==> config.mk <==
export PLATFORM = sky130hd
export DESIGN_NAME = mac_accum_seq
export DESIGN_NICKNAME = d
export VERILOG_FILES = /design/src/rtl/mac_accum_pkg.sv /design/src/rtl/mac_comb_cell.sv /design/src/rtl/mac_accum_seq.sv
export SDC_FILE = /design/constraint.sdc
export NUM_CORES = 1
export LEC_CHECK = 0
export CAP_MARGIN = 30
export CORE_ASPECT_RATIO = 1.5
export CORE_MARGIN = 2
export CORE_UTILIZATION = 50
export CTS_CLUSTER_SIZE = 30
export DETAILED_ROUTE_END_ITERATION = 7
export GPL_TIMING_DRIVEN = 0
export PLACE_DENSITY = 0.74
export REMOVE_ABC_BUFFERS = 1
export SLEW_MARGIN = 25
export SYNTH_ARGS = -nofsm -noshare
export SYNTH_HDL_FRONTEND = slang
export SYNTH_HIERARCHICAL = 1
export SYNTH_SLANG_ARGS = --single-unit
==> constraint.sdc <==
create_clock -name clk -period 3.8 [get_ports clk]
set_input_delay 0.76 -clock clk [delete_from_list [all_inputs] [get_ports clk]]
set_output_delay 0.76 -clock clk [all_outputs]
set_load 0.02 [all_outputs]
==> src/rtl/mac_accum_pkg.sv <==
// Shared types and default sizing for the sequential multiply-accumulate stage.
package mac_accum_pkg;

    typedef enum logic {
        ST_ACCUM = 1'b0,
        ST_DONE  = 1'b1
    } state_e;

    localparam int DEF_WIDTH     = 4;
    localparam int DEF_NUM_TERMS = 4;

endpackage

==> src/rtl/mac_comb_cell.sv <==
// Combinational MAC cell: sum = (a*b + c) mod 2^WIDTH, ovf flags any dropped upper bits.
module mac_comb_cell
    import mac_accum_pkg::*;
#(
    parameter int WIDTH = DEF_WIDTH
) (
    input  logic [WIDTH-1:0] a,
    input  logic [WIDTH-1:0] b,
    input  logic [WIDTH-1:0] c,
    output logic [WIDTH-1:0] sum,
    output logic             ovf
);

    localparam int FW = 2 * WIDTH + 1;

    logic [FW-1:0] full;

    always_comb begin
        full = FW'(a) * FW'(b) + FW'(c);
        sum  = full[WIDTH-1:0];
        ovf  = |full[FW-1:WIDTH];
    end

endmodule

==> src/rtl/mac_accum_seq.sv <==
// Frame-based multiply-accumulate stage with valid/ready result port.
// Define MAC_ACCUM_OVF_EN to add the sticky-overflow output out_ovf.
module mac_accum_seq
    import mac_accum_pkg::*;
#(
    parameter int WIDTH     = DEF_WIDTH,
    parameter int NUM_TERMS = DEF_NUM_TERMS
) (
    input  logic             clk,
    input  logic             rst,
    input  logic             in_valid,
    output logic             in_ready,
    input  logic [WIDTH-1:0] in_a,
    input  logic [WIDTH-1:0] in_b,
    input  logic             acc_clr,
    output logic             out_valid,
    input  logic             out_ready,
    output logic [WIDTH-1:0] out_data
`ifdef MAC_ACCUM_OVF_EN
    ,
    output logic             out_ovf
`endif
);

    localparam int CNT_W = $clog2(NUM_TERMS + 1);
    localparam logic [CNT_W-1:0] LAST = CNT_W'(NUM_TERMS - 1);

    state_e           state_q, state_d;
    logic [WIDTH-1:0] acc_q, acc_d;
    logic [CNT_W-1:0] cnt_q, cnt_d;
    logic             out_valid_q, out_valid_d;
    logic [WIDTH-1:0] out_data_q, out_data_d;
    logic [WIDTH-1:0] mac_sum;
    logic             mac_ovf;
    logic             accept;

`ifdef MAC_ACCUM_OVF_EN
    logic sticky_q, sticky_d;
    logic out_ovf_q, out_ovf_d;
`else
    logic unused_ovf;
    assign unused_ovf = mac_ovf;
`endif

    mac_comb_cell #(
        .WIDTH(WIDTH)
    ) u_cell (
        .a  (in_a),
        .b  (in_b),
        .c  (acc_q),
        .sum(mac_sum),
        .ovf(mac_ovf)
    );

    always_comb begin
        state_d     = state_q;
        acc_d       = acc_q;
        cnt_d       = cnt_q;
        out_valid_d = out_valid_q;
        out_data_d  = out_data_q;
`ifdef MAC_ACCUM_OVF_EN
        sticky_d    = sticky_q;
        out_ovf_d   = out_ovf_q;
`endif
        in_ready    = (state_q == ST_ACCUM) && !acc_clr;
        accept      = in_valid && in_ready;

        unique case (state_q)
            ST_ACCUM: begin
                if (acc_clr) begin
                    acc_d = '0;
                    cnt_d = '0;
`ifdef MAC_ACCUM_OVF_EN
                    sticky_d = 1'b0;
`endif
                end else if (accept) begin
                    acc_d = mac_sum;
                    cnt_d = cnt_q + CNT_W'(1);
`ifdef MAC_ACCUM_OVF_EN
                    sticky_d = sticky_q | mac_ovf;
`endif
                    if (cnt_q == LAST) begin
                        out_data_d  = mac_sum;
                        out_valid_d = 1'b1;
                        state_d     = ST_DONE;
`ifdef MAC_ACCUM_OVF_EN
                        out_ovf_d   = sticky_q | mac_ovf;
`endif
                    end
                end
            end
            ST_DONE: begin
                // acc_clr has no effect here; the result waits for its handshake
                if (out_ready) begin
                    out_valid_d = 1'b0;
                    acc_d       = '0;
                    cnt_d       = '0;
                    state_d     = ST_ACCUM;
`ifdef MAC_ACCUM_OVF_EN
                    sticky_d    = 1'b0;
`endif
                end
            end
            default: state_d = ST_ACCUM;
        endcase
    end

    always_ff @(posedge clk) begin
        if (rst) begin
            state_q     <= ST_ACCUM;
            acc_q       <= '0;
            cnt_q       <= '0;
            out_valid_q <= 1'b0;
            out_data_q  <= '0;
`ifdef MAC_ACCUM_OVF_EN
            sticky_q    <= 1'b0;
            out_ovf_q   <= 1'b0;
`endif
        end else begin
            state_q     <= state_d;
            acc_q       <= acc_d;
            cnt_q       <= cnt_d;
            out_valid_q <= out_valid_d;
            out_data_q  <= out_data_d;
`ifdef MAC_ACCUM_OVF_EN
            sticky_q    <= sticky_d;
            out_ovf_q   <= out_ovf_d;
`endif
        end
    end

    assign out_valid = out_valid_q;
    assign out_data  = out_data_q;
`ifdef MAC_ACCUM_OVF_EN
    assign out_ovf   = out_ovf_q;
`endif

endmodule

After elaboration in Yosys (flattened, before gate mapping)
Index checks and enable logic that the tools add are counted.

cells by class
  equal/unequal tests = 6
  reduce and logical (&&, ||, !) cells = 6
  $mul = 1
  multiplexer cells = 18
  $add $sub $neg = 2
  bitwise logic cells = 2

operators with widths
  cell                                                                   number
  4-bit two-way mux                                                      3
  3-bit two-way mux                                                      3
  1-bit two-way mux                                                      8
  4-bit case mux with 2 select lines                                     1
  4-bit AND reduction                                                    2
  2-bit != test, second input constant                                   3
  3-bit case mux with 2 select lines                                     1
  4-bit adder                                                            1
  4-bit by 4-bit multiplier with 4-bit output                            1
  1-bit case mux with 2 select lines                                     2
  3-bit by 1-bit adder with 3-bit output, second input constant          1
  3-bit by 2-bit equality test with 1-bit output, second input constant  1
  3-bit != test, second input constant                                   1
  1-bit logical AND                                                      2
  2-bit by 1-bit != test with 1-bit output, second input constant        1
  1-bit NOT                                                              2
  2-bit AND reduction                                                    1
  1-bit logical NOT                                                      1

storage, ports and cells
  output and inout port bits = 6
  register bits after elaboration = 13
  logic and storage cells = 40

Logic depth before layout (Yosys ltp)
  depth in word-level cells = 6
  depth in mapped cells = 10

Modules after synthesis
The synthesis kept the hierarchy.

modules (own cells, without submodules)
  module         area each (um2)  cells an instance  instances  seq. area each (um2)
  mac_comb_cell  534.3            53                 1          0.0
  mac_accum_seq  515.5            48                 1          260.2

Worst setup path before layout
Ideal clock, no wire load.

  kind = input -> register
  start point = input port in_b[3]
  end point = register acc_q[3]
  buffers on the path = 0
  stages = 8
  setup slack = 0.660 ns
  setup time = 0.117 ns
  arrival time = 3.024 ns
  data required time = 3.683 ns
  cells stage by stage = nand2_1 -> fa_1 -> fa_1 -> inv_1 -> fa_1 -> ha_1 -> xor2_1 -> a22o_1

on the way
  longest elaborated chain between the ends = 5

ends and longest elaborated chain
  element                                      RTL line              text
  start, declared                              mac_accum_seq.sv:14   input logic [WIDTH-1:0] in_b,
  4-bit by 4-bit multiplier with 4-bit output  mac_comb_cell.sv:19   full = FW'(a) * FW'(b) + FW'(c);
  4-bit adder                                  mac_comb_cell.sv:19
  via mac_sum[3]                               mac_accum_seq.sv:33   logic [WIDTH-1:0] mac_sum;
  4-bit two-way mux                            mac_accum_seq.sv:76   end else if (accept) begin
  4-bit two-way mux                            mac_accum_seq.sv:70   if (acc_clr) begin
  4-bit case mux with 2 select lines           mac_accum_seq.sv:68   unique case (state_q)
  end signal, assigned                         mac_accum_seq.sv:111  acc_q <= '0;
  end signal, assigned                         mac_accum_seq.sv:121  acc_q <= acc_d;
  end, declared                                mac_accum_seq.sv:29   logic [WIDTH-1:0] acc_q, acc_d;

The timed path passes the listed nets, and every way through them passes these cells. The select of a mux whose other input is x is not followed.
A chain may end at the register's enable or synchronous reset.

Worst setup path after layout
  start point = input port in_a[0]
  end point = register out_data_q[3] (netlist: out_data[3])

on the way
  longest elaborated chain between the ends = 2

ends and longest elaborated chain
  element                                      RTL line              text
  start, declared                              mac_accum_seq.sv:13   input logic [WIDTH-1:0] in_a,
  4-bit by 4-bit multiplier with 4-bit output  mac_comb_cell.sv:19
  4-bit adder                                  mac_comb_cell.sv:19
  via mac_sum[3]                               mac_accum_seq.sv:33
  end signal, assigned                         mac_accum_seq.sv:124  out_data_q <= out_data_d;
  end, declared                                mac_accum_seq.sv:32   logic [WIDTH-1:0] out_data_q, out_data_d;

The timed path passes the listed nets, and every way through them passes these cells.

==> metrics.json <==
{
  "critical_path": {
    "ff2ff_setup_slack_ps": 2020,
    "worstSetupStartpointType": "input pin",
    "critical_path_required_ps": 3960,
    "critical-path-top-delay-family": "adder cells",
    "rr_worst_depth": 5,
    "critPathCaptureType": "flop",
    "cp_common_cell": "sky130_fd_sc_hd__fa_1",
    "timing.critical_path.arrival_ps": 3590,
    "timing.critical_path.slowest_cell_delay_ps": 540,
    "crit_slowest_cell": "sky130_fd_sc_hd__fa_1",
    "worstSetupPathType": "input pin to flop",
    "critical_path.reg2reg.endpoint": "out_data[3]$_SDFFE_PP0P_",
    "worstReg2RegStart": "acc_q[2]$_SDFFE_PP0P_",
    "cp_cell_sequence": "clkdlybuf4s50_1 > nand2_1 > fa_1 > fa_1 > inv_1 > fa_1 > ha_1 > xor2_1 > mux2i_1 > nor2_1",
    "worst-path-buf-inv": 2,
    "crit_path_max_fanout": 4
  },
  "place": {
    "place.gp.congestion": 0.6951,
    "port_buffers": 18,
    "hpwlAfterDp_mm": 1.105,
    "postPlaceCellArea_um2": 965.9
  },
  "routing": {
    "num_vias": 582,
    "final_antenna_net_count": 0,
    "totalWireLength_mm": 1.373,
    "detail_route.wl_per_cell_um": 12.26,
    "vias_per_cell": 5.196,
    "drcViolationCount": 0,
    "drt_pre_antenna_iters": 4,
    "drt-initial-drc-count": 3
  },
  "synth": {
    "synth.avg_cell_area_um2": 10.58,
    "syn_inst": 73,
    "synth.yosys.warnings": 6,
    "synth.cell_area_um2": 772.0
  },
  "clock_network": {
    "tritoncts": "yes",
    "cts_inserted_buffers": 3,
    "skew_pair_late_insertion_delay_ps": 280,
    "cts_num_sinks": 13,
    "cts-root-to-sink-buffers": 2,
    "post_cts_buffers": 0,
    "cts_max_level": 1,
    "path_clk_slew_ps": 70,
    "ctsRootBufferMaster": "sky130_fd_sc_hd__clkbuf_4",
    "cts_resized": 0,
    "cts_hold_repair.buffers": 0
  },
  "grt": {
    "grt_antenna_before_repair": 0,
    "global_route.usage.total_pct": 18.09,
    "grt_first_pass_wirelength_mm": 2.449,
    "grt_overflow": 0,
    "maximum_number_of_pins_on_one_net_before_global_route_repair": 10,
    "grt_pass1_vias": 586
  },
  "flow_run": {
    "max_cap_violations": 0
  },
  "die": {
    "chipHeight_um": 52.13,
    "initial_utilization_pct": 52.60,
    "ioPinCount": 19,
    "coreArea_mm2": 0.001468,
    "die_w_um": 36.09,
    "die_area_mm2": 0.001881,
    "placement_rows": 17
  },
  "worst_hold_path": {
    "holdPathStages": 1,
    "hold_path.class": "flop to flop",
    "min_delay_worst_endpoint": "cnt_q[2]$_SDFFE_PP0P_",
    "hold_path_startpoint": "cnt_q[2]$_SDFFE_PP0P_"
  },
  "cells_and_area": {
    "final_net_count": 121,
    "insertedDiodeCount": 0,
    "area_growth_syn_to_layout_pct": 28.53,
    "post_route_cells_drive_above_1_share_pct": 6.452,
    "fin_area_um2": 992.2
  },
  "timing": {
    "report.final.slew_viol_count": 0,
    "fin_setup_tns_ps": 0,
    "timing.final.setup_violations": 0,
    "rsz0062_at_grt": "false",
    "hold_slack_ps": 483.6,
    "timing.final.hold_violations": 0,
    "max_slew.worst_pin.slew_ps": 591.0,
    "layout_worst_path_cycle_share_pct": 90.27,
    "max_freq_ghz": 0.2915,
    "timing.max_slew.rel_slack_pct": 60.50,
    "clock_skew_ps": 3.848,
    "min_period_ps": 3430
  },
  "power": {
    "power.static_leakage_nw": 0.4127,
    "powerDensity_mw_per_mm2": 288.3,
    "worst_ir_drop_vdd_v": 0.0002006,
    "total_power_mw": 0.2861
  },
  "outcome": {
    "outcome": "finished clean"
  }
}
## worst max path at each step
stage                     startpoint                  endpoint  slack [ps]  depth (start not counted)
final                        in_a[0]  out_data[3]$_SDFFE_PP0P_         370                         10
after floorplan              in_b[3]     acc_q[3]$_SDFFE_PP0P_         690                          8
after detailed placement     in_a[0]     acc_q[3]$_SDFFE_PP0P_          70                          9
after global placement       in_a[0]     acc_q[3]$_SDFFE_PP0P_          50                          9
after global routing         in_a[0]  out_data[3]$_SDFFE_PP0P_         210                         10
after CTS                    in_a[0]  out_data[3]$_SDFFE_PP0P_         350                         10
## power breakdown
| part | switching [mW] | internal (mW) | leakage, nW |
|---|---|---|---|
| logic | 0.0283 | 0.0318 | 0.293 |
| registers | 0.00234 | 0.139 | 0.105 |
| clock network | 0.0437 | 0.0407 | 0.0150 |
## metal layers
metal	up-vias	GRT usage [%]	part of all wire, %
met4	0	7.692	1.5
met3	3	5.128	7.6
li1	294	-	-
met1	266	20.39	39
met5	-	0	0
met2	19	31.21	52
## worst reg2reg max path, delay by kind of cell, from the launching register on
family	cells	cell delay (ps)
fa+ha+maj	2	950
flops	1	330
xor+xnor	1	190
mux	1	140
simple gates	1	50
## state kept, by name, summed over array words and instances (netlist names)
name       cells
acc_q          4
cnt_q          3
out_data       4
out_valid      1
state_q        1
## area by class of cell
class / count / area, um2
multi-input combinational: 54 / 486.7
fill: 120 / 475.5
sequential: 13 / 260.3
timing repair buffer: 18 / 180.2
clock buffer: 4 / 26.28
tap: 19 / 23.77
inverter: 4 / 15.01
## stage by stage
step | util (%) | instances | worst slack (ps)
after floorplan | - | 71 | 691.6
after global placement | 65.81 | 108 | 53.66
after detailed placement | 65.81 | 108 | 74.61
after CTS | 67.60 | 112 | 346.5
after global routing | 67.60 | 112 | 210.8
final | 67.60 | 112 | 369.8
## layout by cell type (no fill, tap or decap), drive strengths merged, types with 5 or more instances in the layout
cell           count
fa                 5
and2               6
dfxtp             13
clkdlybuf4s50     18
nor2               6
a22o               6
ha                 9
nand2              5
Power figures use the tool's default switching activity.
